[src/rtl/check_state_machine_pkg.sv]
// check_state_machine_pkg: cell codes, board defaults, FSM states and line helpers
package check_state_machine_pkg;
  localparam logic [1:0] CELL_EMPTY = 2'b00;
  localparam logic [1:0] CELL_P1    = 2'b01;
  localparam logic [1:0] CELL_P2    = 2'b10;
  localparam int BOARD_ROWS = 6;
  localparam int BOARD_COLS = 7;
  typedef enum logic [1:0] {IDLE, READ, EVAL, DONE} state_e;
  function automatic logic [1:0] cell_at(input logic [15:0] row, input int c);
    return row[2*c +: 2];
  endfunction
  // code 11 counts as empty, so only the two player codes can form a line
  function automatic logic line4(input logic [1:0] a, b, c, d);
    return (a == CELL_P1 || a == CELL_P2) && a == b && a == c && a == d;
  endfunction
endpackage

[src/rtl/check_state_machine_line_detect.sv]
// c4_line_detect: flags any four-in-a-line across the current row and three history rows
module c4_line_detect
  import check_state_machine_pkg::*;
#(
  parameter int NUM_COLS = BOARD_COLS
) (
  input  logic [15:0] r0_i,
  input  logic [15:0] h1_i,
  input  logic [15:0] h2_i,
  input  logic [15:0] h3_i,
  input  logic        have3_i,
  output logic        win_o
);
  logic win;
  always_comb begin
    win = 1'b0;
    for (int c = 0; c <= NUM_COLS - 4; c++) begin
      win = win | line4(cell_at(r0_i, c), cell_at(r0_i, c+1), cell_at(r0_i, c+2), cell_at(r0_i, c+3));
      win = win | (have3_i & line4(cell_at(r0_i, c+3), cell_at(h1_i, c+2), cell_at(h2_i, c+1), cell_at(h3_i, c)));
      win = win | (have3_i & line4(cell_at(r0_i, c), cell_at(h1_i, c+1), cell_at(h2_i, c+2), cell_at(h3_i, c+3)));
    end
    for (int c = 0; c < NUM_COLS; c++)
      win = win | (have3_i & line4(cell_at(r0_i, c), cell_at(h1_i, c), cell_at(h2_i, c), cell_at(h3_i, c)));
  end
  assign win_o = win;
endmodule

[src/rtl/check_state_machine.sv]
// check_state_machine: row-by-row Connect-4 win scan over a synchronous-read board RAM
module check_state_machine
  import check_state_machine_pkg::*;
#(
  parameter int NUM_ROWS = BOARD_ROWS,
  parameter int NUM_COLS = BOARD_COLS
) (
  input  logic        clk,
  input  logic        rst,
  input  logic        check_en,
  input  logic [15:0] ram_r_val,
  output logic [2:0]  check_addr,
  output logic        check_r_en,
  output logic        check_4,
  output logic        finished
);
  state_e      state_q;
  logic [2:0]  row_q, row_d, addr_q;
  logic [15:0] h1_q, h2_q, h3_q;
  logic        win_q, win_d, line_win, r_en_q, c4_q, fin_q, last_row;
  c4_line_detect #(.NUM_COLS(NUM_COLS)) u_detect (
    .r0_i   (ram_r_val),
    .h1_i   (h1_q),
    .h2_i   (h2_q),
    .h3_i   (h3_q),
    .have3_i(row_q >= 3'd3),
    .win_o  (line_win)
  );
  assign row_d    = row_q + 3'd1;
  assign win_d    = win_q | line_win;
  assign last_row = row_q == 3'(NUM_ROWS - 1);
  // ram_r_val is only consumed in EVAL, one cycle after the READ that addressed it
  always_ff @(posedge clk) begin
    if (rst) begin
      state_q <= IDLE;
      row_q   <= '0;
      addr_q  <= '0;
      h1_q    <= '0;
      h2_q    <= '0;
      h3_q    <= '0;
      win_q   <= 1'b0;
      r_en_q  <= 1'b0;
      c4_q    <= 1'b0;
      fin_q   <= 1'b0;
    end else begin
      case (state_q)
        IDLE: if (check_en) begin
          state_q <= READ;
          row_q   <= '0;
          addr_q  <= '0;
          h1_q    <= '0;
          h2_q    <= '0;
          h3_q    <= '0;
          win_q   <= 1'b0;
          c4_q    <= 1'b0;
          r_en_q  <= 1'b1;
        end
        READ: begin
          state_q <= EVAL;
          r_en_q  <= 1'b0;
        end
        EVAL: begin
          win_q <= win_d;
          h3_q  <= h2_q;
          h2_q  <= h1_q;
          h1_q  <= ram_r_val;
          if (last_row) begin
            state_q <= DONE;
            fin_q   <= 1'b1;
            c4_q    <= win_d;
          end else begin
            state_q <= READ;
            row_q   <= row_d;
            addr_q  <= row_d;
            r_en_q  <= 1'b1;
          end
        end
        DONE: begin
          state_q <= IDLE;
          fin_q   <= 1'b0;
        end
        default: state_q <= IDLE;
      endcase
    end
  end
  assign check_addr = addr_q;
  assign check_r_en = r_en_q;
  assign check_4    = c4_q;
  assign finished   = fin_q;
endmodule

[config.mk]
export PLATFORM = sky130hd
export DESIGN_NAME = check_state_machine
export DESIGN_NICKNAME = d
export VERILOG_FILES = /design/src/rtl/check_state_machine_pkg.sv /design/src/rtl/check_state_machine_line_detect.sv /design/src/rtl/check_state_machine.sv
export SDC_FILE = /design/constraint.sdc
export NUM_CORES = 1
export LEC_CHECK = 0
export ABC_AREA = 1
export BUFFER_PORTS_ARGS = -buffer_cell sky130_fd_sc_hd__buf_4
export CAP_MARGIN = 10
export CORE_MARGIN = 3
export CORE_UTILIZATION = 60
export CTS_BUF_LIST = sky130_fd_sc_hd__clkbuf_16
export DETAILED_ROUTE_END_ITERATION = 8
export GPL_ROUTABILITY_DRIVEN = 0
export GPL_TIMING_DRIVEN = 0
export PLACE_DENSITY_LB_ADDON = 0.3
export SYNTH_ARGS = -nofsm -noshare
export SYNTH_HDL_FRONTEND = slang
export SYNTH_SLANG_ARGS = --single-unit
[constraint.sdc]
create_clock -name clk -period 1.7 [get_ports clk]
set_input_delay 0.085 -clock clk [delete_from_list [all_inputs] [get_ports clk]]
set_output_delay 0.085 -clock clk [all_outputs]
set_load 0.05 [all_outputs]
# Word-level counts from Yosys, hierarchy flattened
# Cells that the tools add are included.
[op_classes] addsub=1 order_cmp=1 eq_ne=78 mux=19 n_bitwise=34 n_reduce_logical=73
[op_table] operator="$eq 2x2->1" count=57
[op_table] operator="$pmux 14 s2" count=3
[op_table] operator="$logic_and 1x1->1" count=57
[op_table] operator="$or 1x1->1" count=19
[op_table] operator="$eq 2x2->1 const B" count=9
[op_table] operator="$eq 2x1->1 const B" count=8
[op_table] operator="$and 1x1->1" count=15
[op_table] operator="$mux 14" count=1
[op_table] operator="$reduce_and 3->1" count=3
[op_table] operator="$pmux 2 s4" count=1
[op_table] operator="$logic_or 1x1->1" count=7
[op_table] operator="$mux 3" count=2
[op_table] operator="$ne 2x2->1 const B" count=3
[op_table] operator="$pmux 1 s2" count=3
[op_table] operator="$pmux 3 s2" count=1
[op_table] operator="$mux 1" count=5
[op_table] operator="$mux 2" count=2
[op_table] operator="$reduce_and 2->1" count=2
[op_table] operator="$reduce_bool 2->1" count=2
[op_table] operator="$add 3x1->3 const B" count=1
[op_table] operator="$eq 3x3->1 const B" count=1
[op_table] operator="$ge 3x2->1 const B" count=1
[op_table] operator="$pmux 1 s3" count=1
[op_table] operator="$reduce_bool 3->1" count=1
[op_table] operator="$logic_not 2->1" count=1
[word_totals] reg_bits=51 input_bits=19 output_inout_bits=6 wordCells=215

# Depth between registers and ports, before layout
# Gate-level depths: netlist of run 1.
[logic_depth] depth_word=27 ltp_mapped=13 mapped_depth_nobuf=13

# Cells and area by module
# A second synthesis of run 1 with hierarchy kept.
[unflattened] cells_unflattened=511 hier_area_um2=3026.7
[by_module_without_submodules] module="check_state_machine" instances=1 cells_per_inst=269 area_each_um2=2102.0
[by_module_without_submodules] module="c4_line_detect" instances=1 cells_per_inst=242 area_each_um2=924.6

# Worst setup path after synthesis of run 1
# Ideal clock, no wire load.
[synth_path] path_type="reg-to-reg" from="register check_addr[1] (netlist name)" to="register addr_q[0], in the netlist check_addr[0]" arrival_time_ns=1.511 t_required_ns=1.584 path_slack_ns=0.072 stages_incl_launch_ff=8 path_buffers=0 cell_sequence="dfxtp_1 -> inv_1 -> ha_1 -> nand2_1 -> nor2_1 -> nor2_1 -> o21ai_1 -> o211a_1"
[synth_lines] element="end signal: assignment" line_no="check_state_machine.sv:74" rtl="addr_q <= row_d;"
[synth_lines] element="end: declaration" line_no="check_state_machine.sv:18" rtl="logic [2:0] row_q, row_d, addr_q;"

# Worst setup path after layout of run 1
[layout_path] from="register h2_q[5]" to="register win_q"
[layout_between] elab_chain_cells=23 word_cells_on_any_way=31 cone_classes="eq/ne: 3; mux: 1; bitwise: 21; reduce/logical: 6"
[layout_lines] element="start: declaration" line_no="check_state_machine.sv:19" rtl="logic [15:0] h1_q, h2_q, h3_q;"
[layout_lines] element="start signal: assignment" line_no="check_state_machine.sv:65" rtl="h2_q <= h1_q;"
[layout_lines] element="$eq 2x2->1" line_no="check_state_machine_pkg.sv:14" rtl="return (a == CELL_P1 || a == CELL_P2) && a == b && a == c && a == d;"
[layout_lines] element="$logic_and 1x1->1 (2 in series)" line_no="check_state_machine_pkg.sv:14"
[layout_lines] element="$and 1x1->1" line_no="check_state_machine_line_detect.sv:20" rtl="win = win | (have3_i & line4(cell_at(r0_i, c), cell_at(h1_i, c+1), cell_at(h2_i, c+2), cell_at(h3_i, c+3)));"
[layout_lines] element="$or 1x1->1" line_no="check_state_machine_line_detect.sv:20"
[layout_lines] element="$or 1x1->1" line_no="check_state_machine_line_detect.sv:18" rtl="win = win | line4(cell_at(r0_i, c), cell_at(r0_i, c+1), cell_at(r0_i, c+2), cell_at(r0_i, c+3));"
[layout_lines] element="$or 1x1->1" line_no="check_state_machine_line_detect.sv:19" rtl="win = win | (have3_i & line4(cell_at(r0_i, c+3), cell_at(h1_i, c+2), cell_at(h2_i, c+1), cell_at(h3_i, c)));"
[layout_lines] element="$or 1x1->1" line_no="check_state_machine_line_detect.sv:20"
[layout_lines] element="$or 1x1->1" line_no="check_state_machine_line_detect.sv:18"
[layout_lines] element="$or 1x1->1" line_no="check_state_machine_line_detect.sv:19"
[layout_lines] element="$or 1x1->1" line_no="check_state_machine_line_detect.sv:20"
[layout_lines] element="$or 1x1->1" line_no="check_state_machine_line_detect.sv:18"
[layout_lines] element="$or 1x1->1" line_no="check_state_machine_line_detect.sv:19"
[layout_lines] element="$or 1x1->1" line_no="check_state_machine_line_detect.sv:20"
[layout_lines] element="$or 1x1->1 (2 in series)" line_no="check_state_machine_line_detect.sv:23" rtl="win = win | (have3_i & line4(cell_at(r0_i, c), cell_at(h1_i, c), cell_at(h2_i, c), cell_at(h3_i, c)));"
[layout_lines] element="$or 1x1->1 (*) (5 in series)" line_no="check_state_machine_line_detect.sv:23"
[layout_lines] element="$or 1x1->1 (*)" line_no="check_state_machine.sv:30" rtl="assign win_d = win_q | line_win;"
[layout_lines] element="$pmux 1 s2 (*)" line_no="check_state_machine.sv:46" rtl="case (state_q)"
[layout_lines] element="end signal: assignment" line_no="check_state_machine.sv:63" rtl="win_q <= win_d;"
[layout_lines] element="end: declaration" line_no="check_state_machine.sv:20" rtl="logic win_q, win_d, line_win, r_en_q, c4_q, fin_q, last_row;"
# Every way passes the cells marked *; elsewhere a longest branch is shown, timed or not.
# A chain may end at the register's enable or synchronous reset.

==> impl_metrics.csv, run 1 <==
group,metric,value,unit
clocking,cts_root_buf,"clkbuf_16",
global_routing,grt.total_usage,29.2,%
finish,final_area,0.00336,mm2
sta,period_share,92.8,%
synth,ys_warn_count,0,
clocking,holdBufCountCts,0,
power_and_ir_drop,total_power,2.86,mW
hold_path,hold_path_class,"in -> reg",
die,start_util,64.8,%
power_and_ir_drop,p_leak,1.38,nW
power_and_ir_drop,p_comb_share,11.5,%
power_and_ir_drop,power_density,849,mW/mm2
clocking,clockBufferDepth,2,
clocking,clk_latency,0.29,ns
global_routing,antenna_found_initial,0,
global_routing,busiest_layer,"met2",
die,rows,24,
sta,relSlewSlack,57.2,%
drt,drtIter0Drc,433,
synth,syn-num-nets,514,
clocking,cts_sinks,51,
synth,syn_avg_cell_area,5.97,um2
hold_path,min_to,"h1_q[12]",
die,io-pin-count,25,
setup_path,cp.buffers_inverters,1,
global_routing,grt_overflow_total,0,
clocking,cts.htree.levels,2,
sta,finClkSkew,0.00450,ns
setup_path,cp.arrival,1.73,ns
placement,hpwl,5940,um
finish,fin_nets,541,
finish,antenna_cells,0,
global_routing,use_met1,38.3,%
finish,final_core_util,74.2,%
global_routing,first_global_vias,2942,
synth,ys_types,29,
placement,port_buffers,20,
power_and_ir_drop,p_int,2.15,mW
global_routing,grt_pass1_wl,13800,um
placement,dpl_cell_area,0.00317,mm2
sta,worst_pin_slew,0.642,ns
synth,seq_area_frac_synth,34.7,%
sta,hold_viol_final,0,
die,fp.dieW,76.0,um
drt,vias,3271,
setup_path,reg2reg_depth,13,
finish,n_fill_cell,386,
drt,wl_per_cell,14.4,um
clocking,numCtsBuffers,5,
drt,drt_pre_antenna_iters,6,
setup_path,critPathCaptureType,"flop",
setup_path,critPathMaxFanout,5,
finish,drive_gt1_share,11.3,%
synth,synth_top_area_cell,"dfxtp_1",
sta,tns,0,ns
outcome,status,"complete, no violations",
setup_path,critPathTopFamily,"simple AND/OR/NAND/NOR gates",
global_routing,grt.met3_usage,4.73,%
setup_path,path_class,"reg -> reg",
drt,wl,8430,um
synth,netlist_area,0.00294,mm2
setup_path,required,1.86,ns
finish,regArea,0.00102,mm2
die,design.core.area,0.00453,mm2
clocking,cts_tree,"done",
drt,drc_errors,0,
hold_path,hold_depth,3,
setup_path,cpMaxStageDelayCell,"dfxtp_1",
setup_path,rr_endpoint,"win_q",
placement,dp.cells,577,
setup_path,crit_start,"h2_q[5]",
power_and_ir_drop,ir_worst_vdd,0.000564,V
drt,avgViaCountPerCell,5.59,
power_and_ir_drop,p_sw,0.704,mW
drt,postRouteAntennaNets,0,
hold_path,hold_start,"ram_r_val[12]",
setup_path,r2r-start,"h2_q[5]",
power_and_ir_drop,switching_share,24.6,%
power_and_ir_drop,seqPwrFrac,43.5,%
synth,synth_top_area_share,34.7,%
setup_path,cp_cell_sequence,"inv_2 > nand2_1 > nor2_1 > nand2_1 > nand2_1 > nor2_1 > nand2_1 > nor2_2 > nand3_2 > nand2_2 > nand2_2 > nand2_2 > a21oi_2",
sta,rsz0062_at_grt,"no",
synth,ys_dominant_reg_cell,"dfxtp_1",
die,dieArea,0.00577,mm2
synth,ys_top_cells_by_area,"dfxtp_1 35%, nand2_1 24%, a21oi_1 8.2%",
setup_path,timing.reg2reg.setup_slack,0.12,ns
global_routing,grt_max_degree,17,
setup_path,path_common_cell,"nand2_1",
power_and_ir_drop,power.share.clock,45.1,%
clocking,clkTransAtPathRegs,0.07,ns
sta,clock.fmax,0.634,GHz
synth,async_flop_share,0,%
sta,slew_violations,0,
setup_path,startpoint_type,"flop",
finish,fin_cells,585,
synth,synth_edf_count,0,
sta,post-route-min-period,1.58,ns
finish,multi_input_area,0.00160,mm2
flow_run,drv_cap,0,
finish,syn2layout_area_growth,14.5,%
synth,syn_inst,492,
synth,ys_ff_latch,51,
die,die_h,76.0,um
global_routing,gr-usage-met2,46.9,%
setup_path,slowest_delay,0.47,ns
clocking,post_cts_buffers,0,
sta,setup_viol,0,
-- how the worst max path moves through the flow --
stage,end,slack [ns],depth (start not counted)
after global placement,h2_q[4],0.24,5
final,win_q,0.12,13
after floorplan,check_addr[0],0.07,7
after global routing,win_q,0.006,13
after CTS,win_q,0.17,13
after detailed placement,h2_q[4],0.20,5
-- timing repair --
item / CTS / global route
hold endpoints to repair: 0 / 0
resized for setup: 0 / 1
endpoints found under the setup margin: 0 / 1
-- per-layer routing --
| metal | wire [um] | up-vias |
|---|---|---|
| met5 | 0 | - |
| met4 | 290 | 0 |
| met3 | 749 | 38 |
| met2 | 3960 | 201 |
| met1 | 3430 | 1461 |
| li1 | - | 1571 |
-- logic make-up (layout without fill, tap and decap cells) --
logic type,after synthesis,in the layout,share of synthesized area [%]
fa+ha+maj,3,3,1.28
buf+inv,84,112,10.9
flops,51,51,34.7
simple gates,288,288,40.7
compound gates,66,66,12.3
-- cell usage in the layout, fill, tap and decap left out, drive strengths merged --
cell and count:
a21oi 50, buf 26, bufinv 2, clkbuf 13
clkinvlp 1, dfxtp 51, ha 3, inv 70
nand2 195, nand3 18, nand3b 3, nand4 2
nor2 57, nor3 12, nor4 1, o211a 2
o21ai 10, o221ai 2, o22ai 2
-- registers in the layout (all words and copies together) (netlist names) --
| register | cells |
|---|---|
| win_q | 1 |
| h3_q | 14 |
| check_addr | 3 |
| finished | 1 |
| h1_q | 14 |
| check_4 | 1 |
| state_q | 2 |
| h2_q | 14 |
| check_r_en | 1 |
-- synthesized netlist by cell type (3+ instances only) --
| cell | instances |
|---|---|
| ha_1 | 3 |
| clkbuf_1 | 8 |
| o21ai_0 | 4 |
| dfxtp_1 | 51 |
| o21ai_1 | 5 |
| inv_2 | 11 |
| nor3_1 | 12 |
| nand3_1 | 17 |
| nor2_1 | 53 |
| nand2_1 | 190 |
| nand2_2 | 4 |
| a21oi_1 | 48 |
| buf_2 | 5 |
| inv_1 | 59 |
-- worst reg2reg max path, cell delays in order (launching register included) --
cell and delay, ns:
dfxtp_1 0.47, inv_2 0.06, nand2_1 0.10, nor2_1 0.06, nand2_1 0.07, nand2_1 0.05, nor2_1 0.09, nand2_1 0.08
nor2_2 0.13, nand3_2 0.08, nand2_2 0.07, nand2_2 0.05, nand2_2 0.08, a21oi_2 0.05
-- power groups by stage --
stage	clock network (mW)	logic, mW	registers [mW]
after global placement	0	0.309	1.27
final	1.29	0.328	1.24
after global routing	1.35	0.351	1.24
after floorplan	0	0.163	1.30
after detailed placement	0	0.315	1.27
after CTS	1.30	0.319	1.24
-- stage by stage --
step / hold WS [ns] / worst slack (ns)
6_report: 0.0645 / 0.122
5_1_grt: 0.0692 / 0.00629
4_1_cts: 0.0618 / 0.165
3_5_place_dp: 0.373 / 0.201
3_3_place_gp: 0.367 / 0.236
2_1_floorplan: 0.234 / 0.0724
-- final cells by class --
| cell class | count | share of cell area (%) |
|---|---|---|
| repair buffers | 20 | 4.46 |
| clock buffers | 5 | 3.72 |
| inverters | 70 | 7.81 |
| plain buffers | 14 | 1.75 |
| flip-flops and latches | 51 | 30.4 |
| well taps | 65 | 2.42 |
| clock inverters | 3 | 2.01 |
| multi-input cells | 357 | 47.5 |
Note: power is estimated with default switching activity, not from simulation.
==> run 2, diff against run 1 <==
--- a/config.mk
+++ b/config.mk
@@ -9,7 +9,7 @@
 export BUFFER_PORTS_ARGS = -buffer_cell sky130_fd_sc_hd__buf_4
 export CAP_MARGIN = 10
 export CORE_MARGIN = 3
-export CORE_UTILIZATION = 60
+export CORE_UTILIZATION = 64
 export CTS_BUF_LIST = sky130_fd_sc_hd__clkbuf_16
 export DETAILED_ROUTE_END_ITERATION = 8
 export GPL_ROUTABILITY_DRIVEN = 0
==> constraint.sdc (replaced) <==
create_clock -name clk -period 1.96 [get_ports clk]
set_input_delay 0.098 -clock clk [delete_from_list [all_inputs] [get_ports clk]]
set_output_delay 0.098 -clock clk [all_outputs]
set_load 0.05 [all_outputs]
==> run 2 against run 1 <==
Effect of this change:
- non-clock buffer count did not move
- combinational power is 14% lower
- final cell count decreased by 2.2%
- largest power group is now registers
- via count decreased by 0.46%
- design area is 2.0% lower
- sequential share of layout area is 0.60 points higher
- power down 23%
- routed wire length down 2.0%
- critical path type unchanged
- clock power shrank 35%
- flip-flop and latch count unchanged
- utilization is 0.97 points higher
==> impl_metrics.csv, run 2 (synthesis gave the netlist of run 1 again) <==
group,metric,value,unit
outcome,status,"complete, no violations",
sta,clock.fmax,0.627,GHz
clocking,clkTransAtPathRegs,0.07,ns
power_and_ir_drop,total_power,2.20,mW
setup_path,path_class,"reg -> reg",
power_and_ir_drop,p_leak,1.36,nW
clocking,clk_latency,0.29,ns
setup_path,cp.buffers_inverters,2,
setup_path,crit_start,"state_q[1]",
finish,antenna_cells,0,
drt,wl_per_cell,14.4,um
global_routing,use_met1,42.5,%
die,dieArea,0.00544,mm2
setup_path,critPathTopFamily,"buffers and inverters",
drt,avgViaCountPerCell,5.69,
setup_path,slowest_delay,0.52,ns
sta,hold_ws,0.0830,ns
die,fp.dieW,73.8,um
sta,worst_pin_slew,0.656,ns
global_routing,grt_pass1_wl,13200,um
clocking,holdBufCountCts,0,
power_and_ir_drop,power_density,668,mW/mm2
finish,final_common_cell,"nand2_1",
sta,setup_viol,0,
clocking,cts_resized,0,
global_routing,busiest_layer,"met2",
clocking,cts_tree,"done",
setup_path,r2r-start,"state_q[1]",
sta,layout_setup_ws,0.365,ns
sta,finClkSkew,0.00234,ns
sta,rsz0062_at_grt,"no",
clocking,cts.htree.levels,2,
setup_path,required,2.17,ns
die,die_h,73.8,um
sta,period_share,81.4,%
placement,port_buffers,20,
finish,drive_gt1_share,11.0,%
drt,drc_errors,0,
sta,slew_violations,0,
setup_path,cp.arrival,1.81,ns
die,start_util,67.0,%
flow_run,drv_cap,0,
die,design.core.area,0.00438,mm2
global_routing,grt.met3_usage,4.92,%
global_routing,grt.total_usage,31.6,%
clocking,cts_root_buf,"clkbuf_16",
sta,post-route-min-period,1.59,ns
clocking,post_cts_buffers,0,
setup_path,cpMaxStageDelayCell,"clkbuf_1",
finish,final_area,0.00330,mm2
setup_path,critPathMaxFanout,10,
global_routing,gr-usage-met2,50.3,%
hold_path,hold_path_class,"in -> reg",
die,io-pin-count,25,
drt,drtIter0Drc,425,
placement,hpwl,5950,um
sta,relSlewSlack,56.3,%
clocking,cts_sinks,51,
global_routing,first_global_vias,2821,
setup_path,startpoint_type,"flop",
finish,top_regs,"h1_q x14, h2_q x14, h3_q x14",
hold_path,hold_start,"ram_r_val[12]",
clocking,clockBufferDepth,2,
sta,hold_viol_final,0,
sta,tns,0,ns
finish,layout_common_cells,"190 x nand2_1, 60 x inv_1, 53 x nor2_1",
global_routing,antenna_found_initial,0,
die,rows,24,
setup_path,cp_cell_sequence,"inv_2 > nor2_8 > clkbuf_1 > nand2_1 > a21oi_1",
finish,fin_nets,541,
finish,syn2layout_area_growth,12.1,%
clocking,numCtsBuffers,5,
drt,vias,3256,
drt,postRouteAntennaNets,0,
drt,wl,8260,um
global_routing,grt_overflow_total,0,
placement,dpl_cell_area,0.00315,mm2
global_routing,grt_max_degree,16,
placement,place_ws,0.397,ns
power_and_ir_drop,ir_worst_vdd,0.000443,V
drt,drt_pre_antenna_iters,8,
setup_path,critPathCaptureType,"flop",
[run 2: metal layers]
metal | wire, um | vias up
met5 | 0 | -
met4 | 297 | 0
met3 | 848 | 38
met2 | 3830 | 191
met1 | 3280 | 1453
li1 | - | 1574
[run 2: tightest hold or removal path, cell delays in order]
cell and delay, ns:
buf_4 0.12, nand2_1 0.06, a21oi_1 0.05
[run 2: final timing paths]
check / to / slack [ns] / cells past startpoint
max: h2_q[4] / 0.37 / 5
min: h1_q[12] / 0.08 / 3
max reg2reg: h2_q[4] / 0.37 / 5
min reg2reg: h3_q[10] / 0.47 / 2
[run 2: area by class of cell]
| class | instances | area [um2] |
|---|---|---|
| Fill cell | 369 | 1090 |
| Buffer | 14 | 58.8 |
| Tap cell | 52 | 65.1 |
| Inverter | 70 | 263 |
| Clock buffer | 5 | 125 |
| Clock inverter | 3 | 16.3 |
| Sequential cell | 51 | 1020 |
| Multi-Input combinational cell | 357 | 1600 |
| Timing Repair Buffer | 20 | 150 |
[run 2: stage by stage]
| stage | utilization, % | instances |
|---|---|---|
| after floorplan | - | 492 |
| after global placement | 71.9 | 564 |
| after detailed placement | 71.9 | 564 |
| after CTS | 75.2 | 572 |
| after global routing | 75.2 | 572 |
| final | 75.2 | 572 |
[run 2: power breakdown]
group          leakage (nW)  total, mW  internal, mW  switching, mW
clock network        0.0710      0.841         0.466          0.375
registers             0.413       1.08          1.06         0.0205
logic                 0.878      0.283        0.0824          0.201
total                  1.36       2.20          1.60          0.596
